### src/rtl/scaler_h_ctrl_if.sv
// Bus bundle for scaler_h_ctrl: config handshake, video input from the
// source and registered video output towards scaler_h.
// master = source/config side, slave = scaler_h_ctrl.
interface scaler_h_ctrl_if #(
  parameter int PIXEL_WIDTH = 8
);
  // Config handshake: a step is transferred on a cycle where
  // cfg_valid_i && cfg_ready_o. The master holds cfg_step_i stable while
  // cfg_valid_i is high; the slave may hold off with cfg_ready_o=0.
  logic [15:0]            cfg_step_i;
  logic                   cfg_valid_i;
  logic                   cfg_ready_o;
  logic                   cfg_rej_o;

  // Source video (one pixel per cycle, hs/vs are 1-cycle pulses)
  logic [PIXEL_WIDTH-1:0] di_i;
  logic                   de_i;
  logic                   hs_i;
  logic                   vs_i;

  // Video to scaler_h, one cycle later
  logic [PIXEL_WIDTH-1:0] do_o;
  logic                   de_o;
  logic                   hs_o;
  logic                   vs_o;

  modport master (
    output cfg_step_i, cfg_valid_i, di_i, de_i, hs_i, vs_i,
    input  cfg_ready_o, cfg_rej_o, do_o, de_o, hs_o, vs_o
  );

  modport slave (
    input  cfg_step_i, cfg_valid_i, di_i, de_i, hs_i, vs_i,
    output cfg_ready_o, cfg_rej_o, do_o, de_o, hs_o, vs_o
  );
endinterface

### src/rtl/scaler_h_ctrl.sv
// scaler_h_ctrl: frame-synchronous front-end for scaler_h.
// Delays video by one cycle, keeps a one-deep shadow of the requested
// scale step and makes it live only on frame start (vs_i), so the scaler
// never changes ratio inside a frame.
// Optional output monitor (width/height measurement, line-width error) is
// built only when SCALER_H_CTRL_MON_EN is defined; otherwise its outputs
// are tied to zero and its inputs are ignored.
module scaler_h_ctrl #(
  parameter int          PIXEL_WIDTH = 8,
  parameter logic [15:0] PIXEL_STEP  = 16'd128,
  parameter logic [15:0] STEP_MIN    = 16'd32,
  parameter logic [15:0] STEP_MAX    = 16'd1024
) (
  input  logic                clk,
  input  logic                rst,
  scaler_h_ctrl_if.slave      bus,
  output logic [15:0]         scale_step_o,
  output logic                pend_o,
  output logic [15:0]         frame_cnt_o,
  input  logic                sde_i,
  input  logic                shs_i,
  input  logic                svs_i,
  output logic [15:0]         out_w_o,
  output logic [15:0]         out_h_o,
  output logic                err_o,
  input  logic                err_clr_i,
  output logic                dbg_state_o
);

  typedef enum logic {
    ST_IDLE = 1'b0,
    ST_PEND = 1'b1
  } state_e;

  state_e                 state_q, state_d;
  logic [15:0]            shadow_q, shadow_d;
  logic [15:0]            step_q, step_d;
  logic                   rej_q, rej_d;
  logic [15:0]            frame_q, frame_d;
  logic [PIXEL_WIDTH-1:0] do_q, do_d;
  logic                   de_q, de_d;
  logic                   hs_q, hs_d;
  logic                   vs_q, vs_d;
  logic                   step_ok;

  // Inclusive unsigned range check; zero is never a legal step
  assign step_ok = (bus.cfg_step_i != 16'd0) &&
                   (bus.cfg_step_i >= STEP_MIN) &&
                   (bus.cfg_step_i <= STEP_MAX);

  // Config FSM: accept into the shadow in IDLE, apply on frame start in PEND
  always_comb begin
    state_d  = state_q;
    shadow_d = shadow_q;
    step_d   = step_q;
    rej_d    = 1'b0;
    case (state_q)
      ST_IDLE: begin
        if (bus.cfg_valid_i) begin
          if (step_ok) begin
            shadow_d = bus.cfg_step_i;
            state_d  = ST_PEND;
          end else begin
            rej_d = 1'b1;
          end
        end
      end
      ST_PEND: begin
        if (bus.vs_i) begin
          step_d  = shadow_q;
          state_d = ST_IDLE;
        end
      end
      default: state_d = ST_IDLE;
    endcase
  end

  // Video delay line and frame counter (free-running, wraps)
  always_comb begin
    do_d    = bus.di_i;
    de_d    = bus.de_i;
    hs_d    = bus.hs_i;
    vs_d    = bus.vs_i;
    frame_d = bus.vs_i ? frame_q + 16'd1 : frame_q;
  end

  // State, config and video registers
  always_ff @(posedge clk) begin
    if (rst) begin
      state_q  <= ST_IDLE;
      shadow_q <= PIXEL_STEP;
      step_q   <= PIXEL_STEP;
      rej_q    <= 1'b0;
      frame_q  <= 16'd0;
      do_q     <= '0;
      de_q     <= 1'b0;
      hs_q     <= 1'b0;
      vs_q     <= 1'b0;
    end else begin
      state_q  <= state_d;
      shadow_q <= shadow_d;
      step_q   <= step_d;
      rej_q    <= rej_d;
      frame_q  <= frame_d;
      do_q     <= do_d;
      de_q     <= de_d;
      hs_q     <= hs_d;
      vs_q     <= vs_d;
    end
  end

  assign bus.cfg_ready_o = (state_q == ST_IDLE);
  assign bus.cfg_rej_o   = rej_q;
  assign bus.do_o        = do_q;
  assign bus.de_o        = de_q;
  assign bus.hs_o        = hs_q;
  assign bus.vs_o        = vs_q;
  assign scale_step_o    = step_q;
  assign pend_o          = (state_q == ST_PEND);
  assign frame_cnt_o     = frame_q;
  assign dbg_state_o     = state_q;

`ifdef SCALER_H_CTRL_MON_EN
  logic        armed_q, armed_d;
  logic [15:0] pix_q, pix_d;
  logic [15:0] line_q, line_d;
  logic [15:0] ref_q, ref_d;
  logic        ref_vld_q, ref_vld_d;
  logic [15:0] w_q, w_d;
  logic [15:0] h_q, h_d;
  logic        err_q, err_d;
  logic        line_close;
  logic        line_nz;
  logic        line_bad;
  logic [15:0] line_inc;
  logic [15:0] ref_cur;

  // Monitor: a line closes on shs_i or svs_i; empty lines are ignored,
  // the first non-empty line of a frame becomes the reference width
  always_comb begin
    armed_d    = armed_q;
    pix_d      = pix_q;
    line_d     = line_q;
    ref_d      = ref_q;
    ref_vld_d  = ref_vld_q;
    w_d        = w_q;
    h_d        = h_q;
    err_d      = err_q;
    line_close = armed_q && (shs_i || svs_i);
    line_nz    = (pix_q != 16'd0);
    line_bad   = line_close && line_nz && ref_vld_q && (pix_q != ref_q);
    ref_cur    = ref_vld_q ? ref_q : pix_q;
    line_inc   = (line_close && line_nz && (line_q != 16'hFFFF)) ?
                 line_q + 16'd1 : line_q;
    if (!armed_q) begin
      // The first frame after reset is partial: only arm on its svs_i
      pix_d     = 16'd0;
      line_d    = 16'd0;
      ref_d     = 16'd0;
      ref_vld_d = 1'b0;
      if (svs_i) armed_d = 1'b1;
    end else if (svs_i) begin
      w_d       = ref_cur;
      h_d       = line_inc;
      pix_d     = 16'd0;
      line_d    = 16'd0;
      ref_d     = 16'd0;
      ref_vld_d = 1'b0;
    end else if (shs_i) begin
      if (line_nz && !ref_vld_q) begin
        ref_d     = pix_q;
        ref_vld_d = 1'b1;
      end
      line_d = line_inc;
      pix_d  = {15'd0, sde_i};
    end else if (sde_i && (pix_q != 16'hFFFF)) begin
      pix_d = pix_q + 16'd1;
    end
    // A new mismatch outranks a simultaneous clear
    if (line_bad)       err_d = 1'b1;
    else if (err_clr_i) err_d = 1'b0;
  end

  // Monitor registers
  always_ff @(posedge clk) begin
    if (rst) begin
      armed_q   <= 1'b0;
      pix_q     <= 16'd0;
      line_q    <= 16'd0;
      ref_q     <= 16'd0;
      ref_vld_q <= 1'b0;
      w_q       <= 16'd0;
      h_q       <= 16'd0;
      err_q     <= 1'b0;
    end else begin
      armed_q   <= armed_d;
      pix_q     <= pix_d;
      line_q    <= line_d;
      ref_q     <= ref_d;
      ref_vld_q <= ref_vld_d;
      w_q       <= w_d;
      h_q       <= h_d;
      err_q     <= err_d;
    end
  end

  assign out_w_o = w_q;
  assign out_h_o = h_q;
  assign err_o   = err_q;
`else
  logic unused_mon;
  assign unused_mon = ^{sde_i, shs_i, svs_i, err_clr_i};
  assign out_w_o    = 16'd0;
  assign out_h_o    = 16'd0;
  assign err_o      = 1'b0;
`endif

endmodule
### src/flat_wrapper.sv
// flat-port wrapper written by rule: the top's interface ports become plain ports
module scaler_h_ctrl_flat 
#(
  parameter int          PIXEL_WIDTH = 8,
  parameter logic [15:0] PIXEL_STEP  = 16'd128,
  parameter logic [15:0] STEP_MIN    = 16'd32,
  parameter logic [15:0] STEP_MAX    = 16'd1024
)
  (clk, rst, scale_step_o, pend_o, frame_cnt_o, sde_i, shs_i, svs_i, out_w_o, out_h_o, err_o, err_clr_i, dbg_state_o, bus_cfg_step_i, bus_cfg_valid_i, bus_di_i, bus_de_i, bus_hs_i, bus_vs_i, bus_cfg_ready_o, bus_cfg_rej_o, bus_do_o, bus_de_o, bus_hs_o, bus_vs_o);
  scaler_h_ctrl_if #(.PIXEL_WIDTH(PIXEL_WIDTH)) bus_i ();
  input  logic clk;
  input  logic rst;
  output logic [15:0] scale_step_o;
  output logic pend_o;
  output logic [15:0] frame_cnt_o;
  input  logic sde_i;
  input  logic shs_i;
  input  logic svs_i;
  output logic [15:0] out_w_o;
  output logic [15:0] out_h_o;
  output logic err_o;
  input  logic err_clr_i;
  output logic dbg_state_o;
  input wire logic [$bits(bus_i.cfg_step_i)-1:0] bus_cfg_step_i;
  input wire logic [$bits(bus_i.cfg_valid_i)-1:0] bus_cfg_valid_i;
  input wire logic [$bits(bus_i.di_i)-1:0] bus_di_i;
  input wire logic [$bits(bus_i.de_i)-1:0] bus_de_i;
  input wire logic [$bits(bus_i.hs_i)-1:0] bus_hs_i;
  input wire logic [$bits(bus_i.vs_i)-1:0] bus_vs_i;
  output wire logic [$bits(bus_i.cfg_ready_o)-1:0] bus_cfg_ready_o;
  output wire logic [$bits(bus_i.cfg_rej_o)-1:0] bus_cfg_rej_o;
  output wire logic [$bits(bus_i.do_o)-1:0] bus_do_o;
  output wire logic [$bits(bus_i.de_o)-1:0] bus_de_o;
  output wire logic [$bits(bus_i.hs_o)-1:0] bus_hs_o;
  output wire logic [$bits(bus_i.vs_o)-1:0] bus_vs_o;
  assign bus_i.cfg_step_i = bus_cfg_step_i;
  assign bus_i.cfg_valid_i = bus_cfg_valid_i;
  assign bus_i.di_i = bus_di_i;
  assign bus_i.de_i = bus_de_i;
  assign bus_i.hs_i = bus_hs_i;
  assign bus_i.vs_i = bus_vs_i;
  assign bus_cfg_ready_o = bus_i.cfg_ready_o;
  assign bus_cfg_rej_o = bus_i.cfg_rej_o;
  assign bus_do_o = bus_i.do_o;
  assign bus_de_o = bus_i.de_o;
  assign bus_hs_o = bus_i.hs_o;
  assign bus_vs_o = bus_i.vs_o;
  scaler_h_ctrl #(.PIXEL_WIDTH(PIXEL_WIDTH), .PIXEL_STEP(PIXEL_STEP), .STEP_MIN(STEP_MIN), .STEP_MAX(STEP_MAX)) u_core (.clk(clk), .rst(rst), .bus(bus_i), .scale_step_o(scale_step_o), .pend_o(pend_o), .frame_cnt_o(frame_cnt_o), .sde_i(sde_i), .shs_i(shs_i), .svs_i(svs_i), .out_w_o(out_w_o), .out_h_o(out_h_o), .err_o(err_o), .err_clr_i(err_clr_i), .dbg_state_o(dbg_state_o));
endmodule
### config.mk
export PLATFORM = sky130hd
export DESIGN_NAME = scaler_h_ctrl_flat
export DESIGN_NICKNAME = d
export VERILOG_FILES = /design/src/rtl/scaler_h_ctrl_if.sv /design/src/rtl/scaler_h_ctrl.sv /design/src/flat_wrapper.sv
export SDC_FILE = /design/constraint.sdc
export NUM_CORES = 1
export LEC_CHECK = 0
export ABC_AREA = 1
export ABC_CLOCK_PERIOD_IN_PS = 1400
export CAP_MARGIN = 20
export CORE_UTILIZATION = 38
export CTS_CLUSTER_DIAMETER = 40
export DETAILED_ROUTE_END_ITERATION = 16
export PLACE_DENSITY = 0.76
export SYNTH_ARGS = -nofsm -noshare
export SYNTH_HDL_FRONTEND = slang
export SYNTH_SLANG_ARGS = --single-unit
### constraint.sdc
create_clock -name clk -period 1.4 [get_ports clk]
set_clock_uncertainty 0.2 [all_clocks]
set_input_delay 0.42 -clock clk [delete_from_list [all_inputs] [get_ports clk]]
set_output_delay 0.42 -clock clk [all_outputs]
set_load 0.01 [all_outputs]
Yosys cells after proc, flatten, opt, wreduce, memory -nomap -nowiden
Index checks and enable logic that the tools add are counted.
Word-level totals
  register bits after elaboration: 61
  input port bits: 34
Operators by class
  add/sub/neg operators: 1
  magnitude comparators: 2
  muxes and demuxes: 5
  bitwise logic cells: 2
  reductions and logical operators: 6
Operators with widths (number)
  $add 16x1->16 const B: 1
  $ge 16x6->1 const B: 1
  $le 16x11->1 const B: 1
  $reduce_bool 16->1: 1
  $mux 1: 4
  $reduce_and 3->1: 1
  $reduce_or 3->1: 1
  $logic_and 1x1->1: 2
  $not 1->1: 2
  $pmux 1 s2: 1
  $reduce_and 2->1: 1

Longest topological paths before layout
  depth in word-level cells: 6
  depth in mapped cells: 10
  mapped depth without buffers: 9

Worst setup path after synthesis
No wires, ideal clock.
  path kind: reg2reg
  from: reg u_core.frame_q[0] (netlist: u_core.frame_cnt_o[0])
  to: reg u_core.frame_q[14] (netlist: u_core.frame_cnt_o[14])
  data arrival time: 1.192 ns
  data required time: 1.083 ns
  slack: -0.109 ns
  stages on the path, launching flop included: 7
  buffers on the path: 0
  clock period less this slack: 1.509 ns
  cell sequence: dfxtp_1 ha_1 nand3_2 nor2_2 nand4_1 o21ai_0 nor2_1
On the way
  word-level cells in the longest chain between the ends: 1
Ends and longest elaborated chain
  from (decl): RTL line scaler_h_ctrl.sv:39  | logic [15:0] frame_q, frame_d;
  from (signal assigned): RTL line scaler_h_ctrl.sv:104  | frame_q <= frame_d;
  $add 16x1->16: RTL line scaler_h_ctrl.sv:84  | frame_d = bus.vs_i ? frame_q + 16'd1 : frame_q;
Every way passes these cells.
A chain may end at the register's enable or synchronous reset.

Worst setup path in the final report
  from: reg u_core.frame_q[1] (netlist: u_core.frame_cnt_o[1])
  to: out frame_cnt_o[1]
RTL lines
  to (decl): RTL line flat_wrapper.sv:15  | output logic [15:0] frame_cnt_o;
No word-level cell between the ends.

==> results.md <==
* Critical Path AT at 0.94 ns
* Total power at 3.74 mW
* CP dominant cell by count: buf_6
* Non-Filler Instances at 586
* Share of cells above drive strength 1 at 0.488
* Power per cell area at 865 mW/mm²
* Count of final hold-check violations at 0
* Critical path peak fanout at 3
* Dpl cells at 551
* Worst Setup Start Kind: flip-flop
* CTS tree: built
* # clock sinks at 61
* Endpoints failing setup at 44
* Number of global-route vias before repair at 2,495
* Total global routing overflow at 0
* Initial core utilization at 0.393
* Worst R2R Start: u_core.frame_cnt_o[7]$_SDFFE_PP0P_
* Largest stage delay on the critical path at 0.36 ns
* Multi-input gate area at 0.00126 mm²
* Vias per cell at 4.40
* Die Y at 85.8 µm
* Ports at 114
* Core region area at 0.00679 mm²
* DR iter-0 viols at 45
* Die width at 85.8 µm
* P&R area growth vs syn at 61.9%
* Syn. warnings at 0
* LEAKAGE at 2.12 nW
* DRC Markers at 0
* FMAX at 0.639 GHz
* Row count at 30
* Synth unique cells at 25
* Via count at 2,577
* Sequential fraction of the synthesis area at 0.457
* FF/Latch Area at 0.00128 mm²
* Total wire length at 6860 µm
* RSZ-0062 raised after global routing: yes
* Global-route wire length before repair at 10,600 µm
* Antenna diodes at 0
* Worst min-delay path startpoint: bus_cfg_step_i[6]
* Worst-path cell chain: buf_6 > buf_6
* Max Cap Violations at 0
* Status: finished with violations
* Die ar. at 0.00737 mm²
* Top_reg_cell synth: dfxtp_1
* Max Buffers Root-to-Sink at 2
* Top cell type's share of synthesized area at 0.457
* Crit Path Category: reg -> out
* Synth top area cells: dfxtp_1 46%, buf_4 9.8%, inv_1 8.9%, nor2_1 6.6%, nand2_1 6.3%
* CP max stage cell: dfxtp_4
* Most frequent cell after synthesis: inv_1
* FILL cells at 565
* Critical Path Source: u_core.frame_cnt_o[1]$_SDFFE_PP0P_
* Fin crit period at 1.56 ns
* Clock Latency Late Sink at 0.35 ns
* Post-synth ARST share at 0
* Worst Path Required at 0.78 ns
* Mapped cell area at 0.00267 mm²
* CP bufs+invs at 2
* Fin. max-slew vios at 0
* Flops & latches, synth at 61
* Post-synth EDFFs at 0
* Register-to-register setup slack at -0.13 ns
* Post-Syn Instances at 355
* Hpwl dp at 4270 µm
* Failing checks: negative setup slack
* Post-synth top cells: 63 x inv_1, 61 x dfxtp_1, 47 x nor2_1, 45 x nand2_1, 35 x buf_4
* Root Buffer: clkbuf_8
* Port buffer count at 76
* Min Hold Slack at 0.231 ns
* Routed WL per cell at 11.7 µm
* CP Capture Type: primary output
* Syn avg cell area at 7.52 µm²
* Reg clk slew, reported paths at 0.07 ns
* Drt pass-1 iters at 4
* Largest net degree at the start of global routing at 33
* Nets at 520
* Yosys top cell by area: dfxtp_1
* GRT Total Usage at 0.185
* Fin crit share at 1.12
* Final WS setup at -0.164 ns
* Maximum vdd drop at 0.416 mV
* Antenna Nets Post-Route at 0
* H-tree levels at 3
* Initial antenna violation count at 0
* Total CTS buffers at 9
* Hold Path Class: in -> reg
* Final Core Density at 0.636
* Delay-heaviest family, CP: flip-flops
* Routability Congestion at 0.775
[cells in the final DEF (no fill, tap or decap), types with 9 or more instances in the layout]
cell type and n:
a21oi_1 19, buf_2 11, buf_4 39, buf_6 50, clkbuf_2 11, clkbuf_8 9, clkdlybuf4s50_1 11, conb_1 33
dfxtp_1 25, dfxtp_2 31, inv_1 49, inv_2 12, nand2_1 27, nand2_2 15, nand4_1 13, nor2_1 40
o21ai_0 15
[flip-flops by register name, indices dropped and copies added (netlist names)]
register,cells
u_core.frame_cnt_o,16
u_core.scale_step_o,16
u_core.shadow_q,16
u_core.bus.do_o,8
u_core.bus.cfg_rej_o,1
u_core.bus.de_o,1
u_core.bus.hs_o,1
u_core.bus.vs_o,1
u_core.dbg_state_o,1
[logic make-up after synthesis]
| group | count (synthesis) | synth area share |
|---|---|---|
| AOI/OAI and AO/OA | 48 | 0.0909 |
| buffers and inverters | 110 | 0.209 |
| and+or+nand+nor | 134 | 0.237 |
| other | 1 | 0.00140 |
| DFF | 61 | 0.457 |
| adders and majority gates | 1 | 0.00468 |
[area by class of cell]
cell class | count | area share
Timing Repair Buffer | 131 | 0.281
Inverter | 64 | 0.0579
Clock inverter | 7 | 0.0168
Multi-Input combinational cell | 218 | 0.292
Clock buffer | 9 | 0.0286
Sequential cell | 61 | 0.296
Tap cell | 96 | 0.0278
[timing repair]
item,4_1_cts,5_1_grt
endpoints found under the setup margin,92,93
resized for setup,316,90
pin swaps,29,34
buffers inserted,15,2
hold buffers,0,0
gates cloned,2,0
[tightest hold or removal path, stage by stage]
cell	delay, ns
clkbuf_2	0.10
inv_1	0.05
nand4_1	0.08
nand2_1	0.06
nor2_1	0.04
[worst paths after layout]
kind / to / cells after the start
max reg2reg: u_core.frame_cnt_o[12]$_SDFFE_PP0P_ / 7
min reg2reg: u_core.shadow_q[15]$_SDFFE_PP0P_ / 2
max: frame_cnt_o[1] / 2
min: u_core.shadow_q[6]$_SDFFE_PP0P_ / 5
[metrics by stage]
step | setup WS, ns | TNS [ns] | instance area, µm²
final | -0.164 | -1.54 | 4320
after global routing | -0.203 | -3.21 | 4320
after CTS | -0.151 | -1.99 | 4180
after detailed placement | -0.630 | -30.58 | 3710
after global placement | -0.607 | -30.03 | 3710
after floorplan | -0.0525 | -0.381 | 2830
[power breakdown]
group	total, mW	internal, mW	switching, mW
Sequential	1.77	1.76	0.0149
Combinational	0.399	0.187	0.212
Clock	1.57	0.830	0.742
Total	3.74	2.77	0.968
[metal layers]
metal	GRT usage	vias to the layer above	share of wire
li1	-	1298	-
met1	0.194	1173	0.40
met2	0.345	91	0.54
met3	0.0269	15	0.037
met4	0.118	0	0.023
met5	0	-	0
No activity file was read; power rests on OpenSTA's default activity.
